==> config.mk <==
export PLATFORM = sky130hd
export DESIGN_NAME = seven_seg_display_ctrl
export DESIGN_NICKNAME = d
export VERILOG_FILES = /design/src/rtl/seven_seg_display_ctrl.sv
export SDC_FILE = /design/constraint.sdc
export NUM_CORES = 1
export LEC_CHECK = 0
export BUFFER_PORTS_ARGS = -buffer_cell sky130_fd_sc_hd__buf_2
export CORE_UTILIZATION = 64
export CTS_BUF_LIST = sky130_fd_sc_hd__clkbuf_4
export DETAILED_ROUTE_END_ITERATION = 8
export PLACE_DENSITY = 0.87
export SLEW_MARGIN = 10
export SYNTH_ARGS = -nofsm -noshare
export SYNTH_HDL_FRONTEND = slang
export SYNTH_SLANG_ARGS = --single-unit
export TNS_END_PERCENT = 5
==> constraint.sdc <==
create_clock -name clock -period 4.5 [get_ports clock]
set_input_delay 0.225 -clock clock [delete_from_list [all_inputs] [get_ports clock]]
set_output_delay 0.225 -clock clock [all_outputs]
set_load 0.05 [all_outputs]
==> src/rtl/seven_seg_display_ctrl.sv <==
// ----------------------------------------------------------------------------
// seven_seg_display_ctrl
//
// Sequencing controller for the three-digit seven-segment scanner in the GPIO block.
// A 12-bit value is accepted over a valid/ready handshake. In decimal mode it is converted
// to BCD by a sequential double-dabble engine (one shift per cycle); in hex mode the
// nibbles are used directly. Each digit is encoded to an active-high segment byte
// (bit0..bit6 = a..g, bit7 = dp) and the three bytes are committed together into
// threeDigits, so the scanner never sees a partially built word.
//
// Optional feature (compile-time macro SEVEN_SEG_LEADING_ZERO_BLANK_EN):
//   defined   - in decimal mode a zero hundreds digit is blanked, and a zero tens digit is
//               blanked too when hundreds is blanked. Units is never blanked.
//   undefined - leading zeros are shown as '0'. Hex mode is never blanked.
//
// Ports:
//   clock          in   1   system clock
//   reset          in   1   synchronous, active-low reset
//   valueIn        in   12  value to display, sampled on accept
//   valueValid     in   1   request strobe; accepted when valueValid && ready
//   hexMode        in   1   sampled on accept: 1 = hex, 0 = decimal
//   decimalPoints  in   3   sampled on accept: bit2/1/0 = dp of hundreds/tens/units
//   ready          out  1   controller idle
//   threeDigits    out  24  [23:16] hundreds, [15:8] tens, [7:0] units
//   overflow       out  1   last accepted decimal value exceeded 999
// ----------------------------------------------------------------------------
module seven_seg_display_ctrl #(
  parameter int unsigned CONV_BITS  = 12,
  parameter logic [7:0]  BLANK_CODE = 8'h00,
  parameter logic [7:0]  DASH_CODE  = 8'h40
) (
  input  logic                 clock,
  input  logic                 reset,
  input  logic [CONV_BITS-1:0] valueIn,
  input  logic                 valueValid,
  input  logic                 hexMode,
  input  logic [2:0]           decimalPoints,
  output logic                 ready,
  output logic [23:0]          threeDigits,
  output logic                 overflow
);

  typedef enum logic [1:0] {
    StIdle,
    StConvert,
    StEncode
  } state_e;

  localparam logic [3:0] LastCount = 4'(CONV_BITS - 1);

  state_e               state_q, state_d;
  logic [CONV_BITS-1:0] value_q, value_d;
  logic [11:0]          bcd_q, bcd_d;
  logic [3:0]           cnt_q, cnt_d;
  logic                 hex_q, hex_d;
  logic [2:0]           dp_q, dp_d;
  logic                 ovf_q, ovf_d;
  logic [23:0]          digits_q, digits_d;

  logic                 accept;
  logic                 value_too_big;
  logic [11:0]          bcd_adj;
  logic [3:0]           nib_h, nib_t, nib_u;
  logic                 blank_h, blank_t;
  logic [7:0]           byte_h, byte_t, byte_u;

  // Active-high segment pattern for one digit, dp bit clear.
  function automatic logic [7:0] seg_code(input logic [3:0] nib);
    logic [7:0] code;
    case (nib)
      4'h0:    code = 8'h3F;
      4'h1:    code = 8'h06;
      4'h2:    code = 8'h5B;
      4'h3:    code = 8'h4F;
      4'h4:    code = 8'h66;
      4'h5:    code = 8'h6D;
      4'h6:    code = 8'h7D;
      4'h7:    code = 8'h07;
      4'h8:    code = 8'h7F;
      4'h9:    code = 8'h6F;
      4'hA:    code = 8'h77;
      4'hB:    code = 8'h7C;
      4'hC:    code = 8'h39;
      4'hD:    code = 8'h5E;
      4'hE:    code = 8'h79;
      default: code = 8'h71;
    endcase
    return code;
  endfunction

  // Double-dabble correction: add 3 to each BCD nibble >= 5 before the shift.
  function automatic logic [3:0] dabble(input logic [3:0] nib);
    return (nib >= 4'd5) ? nib + 4'd3 : nib;
  endfunction

  assign ready         = (state_q == StIdle);
  assign accept        = valueValid && ready;
  assign value_too_big = 32'(valueIn) > 32'd999;

  assign bcd_adj = {dabble(bcd_q[11:8]), dabble(bcd_q[7:4]), dabble(bcd_q[3:0])};

  // Hex digits come straight from the latched value, which is only shifted in decimal mode.
  assign nib_h = hex_q ? value_q[11:8] : bcd_q[11:8];
  assign nib_t = hex_q ? value_q[7:4]  : bcd_q[7:4];
  assign nib_u = hex_q ? value_q[3:0]  : bcd_q[3:0];

`ifdef SEVEN_SEG_LEADING_ZERO_BLANK_EN
  assign blank_h = !hex_q && (nib_h == 4'd0);
  assign blank_t = blank_h && (nib_t == 4'd0);
`else
  assign blank_h = 1'b0;
  assign blank_t = 1'b0;
`endif

  // Overflow replaces every digit with a dash; dp bits are still applied on top.
  always_comb begin
    byte_h = 8'h00;
    byte_t = 8'h00;
    byte_u = 8'h00;
    if (ovf_q) begin
      byte_h = DASH_CODE;
      byte_t = DASH_CODE;
      byte_u = DASH_CODE;
    end else begin
      byte_h = blank_h ? BLANK_CODE : seg_code(nib_h);
      byte_t = blank_t ? BLANK_CODE : seg_code(nib_t);
      byte_u = seg_code(nib_u);
    end
    byte_h = byte_h | {dp_q[2], 7'b0};
    byte_t = byte_t | {dp_q[1], 7'b0};
    byte_u = byte_u | {dp_q[0], 7'b0};
  end

  always_comb begin
    state_d  = state_q;
    value_d  = value_q;
    bcd_d    = bcd_q;
    cnt_d    = cnt_q;
    hex_d    = hex_q;
    dp_d     = dp_q;
    ovf_d    = ovf_q;
    digits_d = digits_q;

    unique case (state_q)
      StIdle: begin
        if (accept) begin
          value_d = valueIn;
          hex_d   = hexMode;
          dp_d    = decimalPoints;
          ovf_d   = !hexMode && value_too_big;
          bcd_d   = 12'd0;
          cnt_d   = 4'd0;
          state_d = (!hexMode && !value_too_big) ? StConvert : StEncode;
        end
      end

      StConvert: begin
        // Shift {bcd, value} left by one after the per-nibble correction.
        bcd_d   = {bcd_adj[10:0], value_q[CONV_BITS-1]};
        value_d = {value_q[CONV_BITS-2:0], 1'b0};
        cnt_d   = cnt_q + 4'd1;
        if (cnt_q == LastCount) begin
          state_d = StEncode;
        end
      end

      StEncode: begin
        digits_d = {byte_h, byte_t, byte_u};
        state_d  = StIdle;
      end

      default: begin
        state_d = StIdle;
      end
    endcase
  end

  always_ff @(posedge clock) begin
    if (!reset) begin
      state_q  <= StIdle;
      value_q  <= '0;
      bcd_q    <= 12'd0;
      cnt_q    <= 4'd0;
      hex_q    <= 1'b0;
      dp_q     <= 3'd0;
      ovf_q    <= 1'b0;
      digits_q <= 24'd0;
    end else begin
      state_q  <= state_d;
      value_q  <= value_d;
      bcd_q    <= bcd_d;
      cnt_q    <= cnt_d;
      hex_q    <= hex_d;
      dp_q     <= dp_d;
      ovf_q    <= ovf_d;
      digits_q <= digits_d;
    end
  end

  assign threeDigits = digits_q;
  assign overflow    = ovf_q;

endmodule

==> results.md, run 1 <==
* CTS sink count at 59
* Slowest CP cell: dfxtp_1
* # setup viols final at 0
* VDD IR max at 171 uV
* Power density over the cells at 315 nW/um^2
* Synth area leaders: dfxtp_1, ha_1, nand2_1
* Diode count at 0
* Vias per inst at roughly 6
* GRT Residual Overflow at 0
* Period utilization at 62.9%
* Hold Crit Class: in -> reg
* First-pass detailed-route iteration total at 5
* Final ANT Viol Nets at 0
* Startpoint Class: flip-flop
* Total global-route track usage at a little over a quarter
* Yosys warnings at 0
* Root Buffer: clkbuf_4
* Largest net degree at the start of global routing at 45
* CP Cell Sequence: mux2i_1 > inv_1 > ha_1 > mux4_2 > o21ai_1
* DRT iter0 DRCs at around 250
* CP Max Fanout at 23
* Delay-heaviest family, CP: multiplexers
* Fillers at 419
* TNS Setup at 0 ps
* Placement Cell Area at 3740 um^2
* Die Y at ~77 um
* Syn Inst Count at 414
* Count of different cell masters after synthesis at 55
* Status: completed
* Post-route minimum period at 2830 ps
* Arrival time at the worst endpoint at approximately 3200 ps
* Most common flop cell mapped by yosys: dfxtp_1
* Area of the mapped netlist at 3580 um^2
* DRC viols at 0
* RSZ-0062 raised after global routing: false
* Die area at 5890 um^2
* CP Capture Type: flip-flop
* Core Region at between 5000 and 6000 um^2
* Design Area, Final at slightly below 4000 um^2
* CTS HTree Levels at 3
* Buf+Inv Stages, Crit Path at 1
* Routed WL per cell at 15.0 um
* Post-Route WL at approximately 8 mm
* # Max-Cap Violations at 0
* Total number of vias at about 3100
* Clk pin slew, worst setup/hold paths at around 110 ps
* Area Overhead vs Synth at 8.99%
* Fraction of final layout cells sized beyond drive strength 1 at approximately 17%
* Cell taking the most area after synthesis: dfxtp_1
* Leakage power of the design at around 1.7 nW
* Slew HR at around 30%
* Final hold vios at 0
* Net Count, Synth at 458
* Starting density of the core at roughly 68%
* Final #Nets at 486
* Syn_area_per_cell at about 8.6 um^2
* Utilization after layout at 74.5%
* First-pass GRT wire length at roughly 13 mm
* Vias in the first global route at ~2700
* Ys async rst share at 0%
* Worst-skew pair later-pin latency at 400 ps
* TritonCTS clock tree: yes
* Slew Viols, Final at 0
* Synth Register Bits at just under 60
* CP required at approximately 4800 ps
* CP max stage delay at between 1000 and 1500 ps
* Die Width at 76.8 um
* Final Skew at 11.0 ps
* Top Ports at between 40 and 50
* Num rows at 26
* Worst slew pin tran at between 1000 and 1500 ps
* Port bufs at 44
* Num CTS Buffers at 9
* Critical setup path kind: reg -> reg
* Routability-driven placement congestion ratio at just under 0.9
* Yosys top cell area share at between 30% and 40%
* CTS Hold Bufs at 0
* Post-CTS Setup Inserts at 0
* Fmax at about 350 MHz
* Number of flops mapped to enable cells by yosys at 0
* Max clock buf depth at 2
* PostCTS Resize Cnt at 0
* Placed wire-length estimate at 5.52 mm
* Sequential-to-total area share from yosys stat at 33.0%
* Initial antenna violation count at 0
==> worst reg2reg max path, stage by stage (launching register included) <==
cell and delay, ps:
dfxtp_1 1030, mux2i_1 660, inv_1 150, ha_1 290, mux4_2 490, o21ai_1 130
==> metrics by stage <==
stage | std cells | hold WS, ps | setup WS [ps] | power (mW)
after global placement | 501 | 434 | 1930 | 0.807
after global routing | 517 | 63.0 | 1470 | 1.27
after floorplan | 414 | 370 | 2440 | 0.764
after detailed placement | 501 | 443 | 1750 | 0.813
final | 517 | 67.7 | 1670 | 1.23
after CTS | 517 | 64.4 | 1700 | 1.23
==> area by class of cell <==
| class | count | area, um^2 | share of cell area [%] |
|---|---|---|---|
| Timing Repair Buffer | 46 | 235 | 6.03 |
| Inverter | 17 | 63.8 | 1.64 |
| Tap cell | 70 | 87.6 | 2.25 |
| Multi-Input combinational cell | 309 | 2180 | 55.8 |
| Clock buffer | 10 | 75.1 | 1.92 |
| Clock inverter | 6 | 80.1 | 2.05 |
| Sequential cell | 59 | 1180 | 30.3 |
==> cells in the final DEF (no fill, tap or decap), drive strengths merged, types with 13 or more instances in the layout <==
| cell | count |
|---|---|
| inv | 17 |
| mux2i | 19 |
| buf | 46 |
| nand2 | 64 |
| nand3 | 20 |
| o21ai | 26 |
| ha | 25 |
| nor3 | 13 |
| dfxtp | 59 |
==> synth_stat cells (3+ instances only) <==
| library cell | n |
|---|---|
| a211oi_1 | 4 |
| a21boi_0 | 11 |
| a21oi_1 | 7 |
| a22o_1 | 7 |
| a22oi_1 | 5 |
| a31oi_1 | 9 |
| and2_1 | 3 |
| and3_1 | 3 |
| buf_2 | 11 |
| buf_6 | 4 |
| clkbuf_1 | 13 |
| dfxtp_1 | 59 |
| ha_1 | 25 |
| inv_1 | 17 |
| mux2_2 | 5 |
| mux2i_1 | 17 |
| nand2_1 | 64 |
| nand2b_1 | 7 |
| nand3_1 | 20 |
| nand3b_1 | 3 |
| nor2_1 | 10 |
| nor2b_1 | 5 |
| nor3_1 | 13 |
| nor3b_1 | 5 |
| o2111ai_1 | 3 |
| o211a_1 | 12 |
| o211ai_1 | 5 |
| o21a_1 | 3 |
| o21ai_0 | 25 |
| xnor2_1 | 9 |
==> routing by layer <==
metal  global-route usage (%)  share of wire (%)  vias up
li1                         -                  -     1524
met1                     35.7                 46     1476
met2                     43.7                 46      109
met3                     4.40                5.1       18
met4                     11.9                2.3        0
met5                        0                  0        -
==> registers in the layout, summed over array words and instances (netlist names) <==
register     cells
value_q         12
threeDigits     24
bcd_q           12
state_q          2
dp_q             3
overflow         1
hex_q            1
cnt_q            4
==> power breakdown <==
part / switching, mW / internal (mW)
Clock: 0.198 / 0.227
Sequential: 0.0333 / 0.553
Combinational: 0.144 / 0.0722
==> logic make-up (layout without fill, tap and decap cells) <==
family                     count (synthesis)  count (layout)  synth area share (%)
AOI/OAI and AO/OA                        101             101                  20.1
xor gates and xnor gates                  11              11                  2.69
adders and majority gates                 25              25                  8.74
buffers and inverters                     46              79                  6.15
DFF                                       59              59                  33.0
muxes                                     28              28                  9.37
and+or+nand+nor                          144             144                  19.9
==> path summary, 6_finish.rpt <==
check | depth (start not counted) | from | slack, ps | end
max | 5 | hex_q$_SDFFE_PN0P_ | 1670 | threeDigits[11]$_SDFFE_PN0N_
min | 3 | decimalPoints[0] | 70 | dp_q[0]$_SDFFE_PN0P_
max reg2reg | 5 | hex_q$_SDFFE_PN0P_ | 1670 | threeDigits[11]$_SDFFE_PN0N_
min reg2reg | 2 | threeDigits[1]$_SDFFE_PN0N_ | 450 | threeDigits[1]$_SDFFE_PN0N_
(Power assumes the default switching activity.)
==> run 2, diff against run 1 <==
--- a/config.mk
+++ b/config.mk
@@ -5,11 +5,12 @@
 export SDC_FILE = /design/constraint.sdc
 export NUM_CORES = 1
 export LEC_CHECK = 0
+export ABC_AREA = 1
 export BUFFER_PORTS_ARGS = -buffer_cell sky130_fd_sc_hd__buf_2
-export CORE_UTILIZATION = 64
+export CORE_UTILIZATION = 54
 export CTS_BUF_LIST = sky130_fd_sc_hd__clkbuf_4
 export DETAILED_ROUTE_END_ITERATION = 8
-export PLACE_DENSITY = 0.87
+export PLACE_DENSITY = 0.78
 export SLEW_MARGIN = 10
 export SYNTH_ARGS = -nofsm -noshare
 export SYNTH_HDL_FRONTEND = slang
==> constraint.sdc (replaced) <==
create_clock -name clock -period 2.4 [get_ports clock]
set_input_delay 0.12 -clock clock [delete_from_list [all_inputs] [get_ports clock]]
set_output_delay 0.12 -clock clock [all_outputs]
set_load 0.05 [all_outputs]
==> run 2 against run 1 <==
Via count rose by 13%. Highest routed layer unchanged. Global-route usage shrank 1.5 points. Setup slack got worse by 1000 ps. Largest power group unchanged. Critical path depth grew 5. Clock skew is 8.8 ps higher.
==> results.md, run 2 <==
* Syn_area_per_cell at approximately 6.8 um^2
* Placement Cell Area at approximately 3800 um^2
* Arrival time at the worst endpoint at approximately 2100 ps
* Period utilization at ~73%
* # setup viols final at 0
* First-pass GRT wire length at 14.4 mm
* Initial antenna violation count at 0
* Starting density of the core at between 50% and 60%
* Seq. cell area at 1180 um^2
* Total number of vias at between 3000 and 4000
* Slew Viols, Final at 0
* Final ANT Viol Nets at 0
* Max reg flops at 24
* TNS Setup at 0 ps
* Largest net degree at the start of global routing at 27
* Num CTS Buffers at 9
* TritonCTS clock tree: yes
* Most frequent cell after synthesis: nand2_1
* Post-Route WL at about 8.5 mm
* Hold Crit Class: in -> reg
* Area Overhead vs Synth at 16.5%
* Placed wire-length estimate at roughly 5.8 mm
* Synth area leaders: dfxtp_1, nand2_1, nand3_1
* Die Y at approximately 83 um
* Worst slew pin tran at approximately 710 ps
* Num rows at 29
* Syn Inst Count at ~530
* Synth Register Bits at 59
* Total global-route track usage at between 20% and 30%
* CTS Hold Bufs at 16
* Yosys warnings at 0
* Port bufs at 44
* VDD IR max at roughly 480 uV
* Die Width at approximately 83 um
* Critical setup path kind: reg -> reg
* Worst-skew pair later-pin latency at 420 ps
* Status: completed
* Dpl cells at 630
* Final hold vios at 0
* Fraction of final layout cells sized beyond drive strength 1 at roughly 15%
* Fmax at ~570 MHz
* Final #Nets at about 620
* CTS sink count at 59
* Most frequent cells in the layout: nand2_1, nand3_1, dfxtp_1
* CP Max Fanout at 22
* Core Region at approximately 6300 um^2
* Vias in the first global route at roughly 3200
* DRT iter0 DRCs at between 100 and 150
* # Max-Cap Violations at 0
* Final Skew at roughly 20 ps
* CTS HTree Levels at 3
* Area of the mapped netlist at ~3600 um^2
* Post-route minimum period at around 1800 ps
* Sequential-to-total area share from yosys stat at between 30% and 40%
* Non-Filler Instances at about 660
* Top Ports at 45
* Fillers at 583
* Net Count, Synth at around 570
* DRC viols at 0
* Clk pin slew, worst setup/hold paths at 120 ps
* First-pass detailed-route iteration total at 5
* Die area at between 6000 and 7000 um^2
* Number of flops mapped to enable cells by yosys at 0
* Design Area, Final at 4150 um^2
* Root Buffer: clkbuf_4
* Post-CTS Setup Inserts at 0
* Diode count at 0
* Top cells by count, synth: nand2_1, nand3_1, dfxtp_1, inv_1, a21oi_1
* Cell taking the most area after synthesis: dfxtp_1
* Startpoint Class: flip-flop
* Slew HR at ~53%
* Multi-input logic area at 2090 um^2
* Leakage power of the design at 1.88 nW
* Power density over the cells at approximately 630 nW/um^2
* Most common flop cell mapped by yosys: dfxtp_1
* Routability-driven placement congestion ratio at 0.879
* Routed WL per cell at ~13 um
* Hold WS at about 110 ps
* Max clock buf depth at 2
* Yosys top cell area share at 33.1%
* Final Power at approximately 2.6 mW
* RSZ-0062 raised after global routing: false
* Count of different cell masters after synthesis at 29
* Most common cell after layout, fill and taps aside: nand2_1
* PostCTS Resize Cnt at 0
* Ys async rst share at 0%
* Vias per inst at about 5.3
* CP Capture Type: flip-flop
* CP required at roughly 2700 ps
* GRT Residual Overflow at 0
## run 2: worst paths after layout
path              cells after the start                         from                            to  slack (ps)
setup / recovery                     10           hex_q$_SDFFE_PN0P_  threeDigits[16]$_SDFFE_PN0N_         640
setup reg to reg                     10           hex_q$_SDFFE_PN0P_  threeDigits[16]$_SDFFE_PN0N_         640
hold / removal                        5                   valueValid       value_q[0]$_SDFFE_PN0P_         110
hold reg to reg                       2  threeDigits[2]$_SDFFE_PN0N_   threeDigits[2]$_SDFFE_PN0N_         460
## run 2: routing by layer
| layer | GRT usage, % | routed length, um |
|---|---|---|
| met1 | 34.2 | 4120 |
| met2 | 40.6 | 3780 |
| met4 | 10.7 | 176 |
| met5 | 0 | 0 |
| met3 | 5.27 | 377 |
## run 2: area by class of cell
class,instances,area share (%)
Sequential cell,59,28.4
Multi-Input combinational cell,398,50.3
Tap cell,77,2.32
Timing Repair Buffer,64,9.88
Inverter,48,4.46
Clock buffer,9,1.63
Clock inverter,7,2.98
## run 2: report_power, final
group          switching, mW  leakage, nW  total [mW]  internal, mW
clock network          0.414       0.0971       0.950         0.536
registers             0.0493        0.483        1.09          1.04
logic                  0.395         1.30       0.566         0.171
## run 2: cell families (layout without fill, tap and decap cells)
family          count (synthesis)  count (layout)  synth area share, %
compound gates                 94              94                 15.0
simple gates                  277             277                 34.3
xor+xnor                        2               2                0.491
buf+inv                        68             128                 8.32
flops                          59              59                 33.1
fa+ha+maj                      25              25                 8.77
## run 2: metrics by stage
step	setup slack, ps	utilization [%]
detailed placement	696	59.9
floorplan	945	-
global placement	783	59.9
finish	644	65.4
CTS	657	65.4
global route	409	65.4
## run 2: critical path, cell delays in order (launching register included)
cell and delay, ps:
dfxtp_1 340, inv_2 280, nand2_1 110, nand2_1 180, inv_1 120, ha_1 210
inv_1 70, nand3_1 70, nand3_1 80, nand3_1 80, a21oi_1 130
==> run 3, diff against run 2 <==
==> constraint.sdc (replaced) <==
create_clock -name clock -period 1.6 [get_ports clock]
set_input_delay 0.08 -clock clock [delete_from_list [all_inputs] [get_ports clock]]
set_output_delay 0.08 -clock clock [all_outputs]
set_load 0.05 [all_outputs]
==> run 3 against run 2 <==
Routed wire length rose by 2.2%. First-iteration DRC count rose by 19%. Clock-buffer cell count did not move. Worst hold slack got worse by 71 ps. Fmax rose by 16%.
==> results.md, run 3 (synthesized netlist as in run 2, its figures left out) <==
* Top Ports at 45
* CTS sink count at between 50 and 60
* Worst-skew pair later-pin latency at between 400 and 500 ps
* Root Buffer: clkbuf_4
* Final ANT Viol Nets at 0
* CP max stage delay at between 300 and 400 ps
* Worst slew pin tran at 359 ps
* Hold Crit Class: in -> reg
* Slowest CP cell: dfxtp_4
* Port bufs at 44
* Starting density of the core at 56.2%
* Startpoint Class: flip-flop
* CP Cell Sequence: buf_12 > nand2_1 > nand2_1 > ha_1 > nand2_1 > nand3_1 > nand3_1 > a21oi_1
* Power density over the cells at approximately 850 nW/um^2
* Num rows at 29
* Placed wire-length estimate at ~6 mm
* Final hold vios at 0
* Fmax at 662 MHz
* Area Overhead vs Synth at 18.0%
* Largest net degree at the start of global routing at 28
* TritonCTS clock tree: yes
* Post-Route WL at 8.64 mm
* Post-route minimum period at around 1500 ps
* Die Y at between 80 and 90 um
* Fraction of final layout cells sized beyond drive strength 1 at 18.3%
* Final #Nets at around 630
* CTS HTree Levels at 3
* Total number of vias at between 3000 and 4000
* Most used cell, CP: nand2_1
* CP Max Fanout at 17
* Most common cell after layout, fill and taps aside: nand2_1
* Core Region at 6350 um^2
* Max reg flops at 24
* RSZ-0062 raised after global routing: true
* Routability-driven placement congestion ratio at 0.854
* VDD IR max at between 700 and 800 uV
* # Max-Cap Violations at 0
* Final Skew at ~9.4 ps
* Status: completed
* Critical setup path kind: reg -> reg
* DRT iter0 DRCs at between 150 and 200
* Clk pin slew, worst setup/hold paths at about 100 ps
* First-pass GRT wire length at 14.2 mm
* Leakage power of the design at 1.89 nW
* # setup viols final at 0
* Most frequent cells in the layout: nand2_1, nand3_1, dfxtp_1
* Num CTS Buffers at 9
* Period utilization at between 90% and 100%
* DRC viols at 0
* CP Capture Type: flip-flop
* Total global-route track usage at between 20% and 30%
* Routed WL per cell at 12.9 um
* CP required at 1900 ps
* Slew Viols, Final at 0
* TNS Setup at 0 ps
* Die area at 6930 um^2
* Die Width at 83.3 um
* Vias in the first global route at roughly 3100
* Diode count at 0
* Max clock buf depth at 2
* Utilization after layout at between 60 and 70%
* Initial antenna violation count at 0
* First-pass detailed-route iteration total at 5
* GRT Residual Overflow at 0
* Slew HR at ~76%
* Vias per inst at ~5.3
* Arrival time at the worst endpoint at between 1500 and 2000 ps
run 3: changes by cell type in the layout (fill, tap and decap cells not counted), sizes merged:
cell,change
buf,+10
bufinv,-2
inv,-2
clkinv,+4
run 3: worst paths after layout:
kind                                 from                      endpoint  slack [ps]  cells after the start
max                    hex_q$_SDFFE_PN0P_   threeDigits[3]$_SDFFE_PN0N_          90                      8
min                                 reset         cnt_q[1]$_SDFFE_PN0P_          40                      3
max reg2reg            hex_q$_SDFFE_PN0P_   threeDigits[3]$_SDFFE_PN0N_          90                      8
min reg2reg  threeDigits[18]$_SDFFE_PN0N_  threeDigits[18]$_SDFFE_PN0N_         460                      2
run 3: worst max-delay path: cells and delay by family (launching register included):
family | cells | cell delay [ps]
AO/OA/AOI/OAI | 1 | 60
adder cells (fa/ha/maj) | 1 | 360
buffers and inverters | 1 | 150
flip-flops | 1 | 390
AND/OR/NAND/NOR | 5 | 450
run 3: layout make-up:
| type | instances | area, um^2 |
|---|---|---|
| Fill cell | 579 | 2140 |
| Inverter | 48 | 193 |
| Multi-Input combinational cell | 398 | 2110 |
| Timing Repair Buffer | 74 | 498 |
| Clock inverter | 7 | 58.8 |
| Clock buffer | 9 | 67.6 |
| Tap cell | 77 | 96.3 |
| Sequential cell | 59 | 1190 |
run 3: power breakdown:
part	switching, mW	leakage [nW]	total [mW]	internal, mW
combinational	0.609	1.34	0.897	0.288
clock	0.568	0.0682	1.02	0.455
sequential	0.0757	0.484	1.64	1.56
total	1.25	1.89	3.56	2.31
run 3: repair_timing:
action	in CTS	in global routing
hold endpoints to repair	17	0
gates resized for setup	3	18
setup buffers	0	1
pin swaps	0	4
setup endpoints to repair	8	14
hold buffers	16	0
run 3: stage by stage:
stage	setup WS (ps)	instances	cell area, um^2	hold WS, ps	total power [mW]
2_1_floorplan	145	525	3570	215	2.31
6_report	88.3	672	4210	44.0	3.56
3_5_place_dp	-24.2	639	3870	316	2.51
3_3_place_gp	55.1	639	3870	302	2.49
5_1_grt	-32.9	672	4210	81.4	3.74
4_1_cts	29.1	671	4160	39.0	3.55
run 3: per-layer routing:
layer	part of all wire (%)	routed length [um]	GRT usage [%]
met3	5.3	457	4.87
met5	0	0	0
met1	47	4090	33.9
met2	44	3820	39.0
met4	3.2	275	12.1
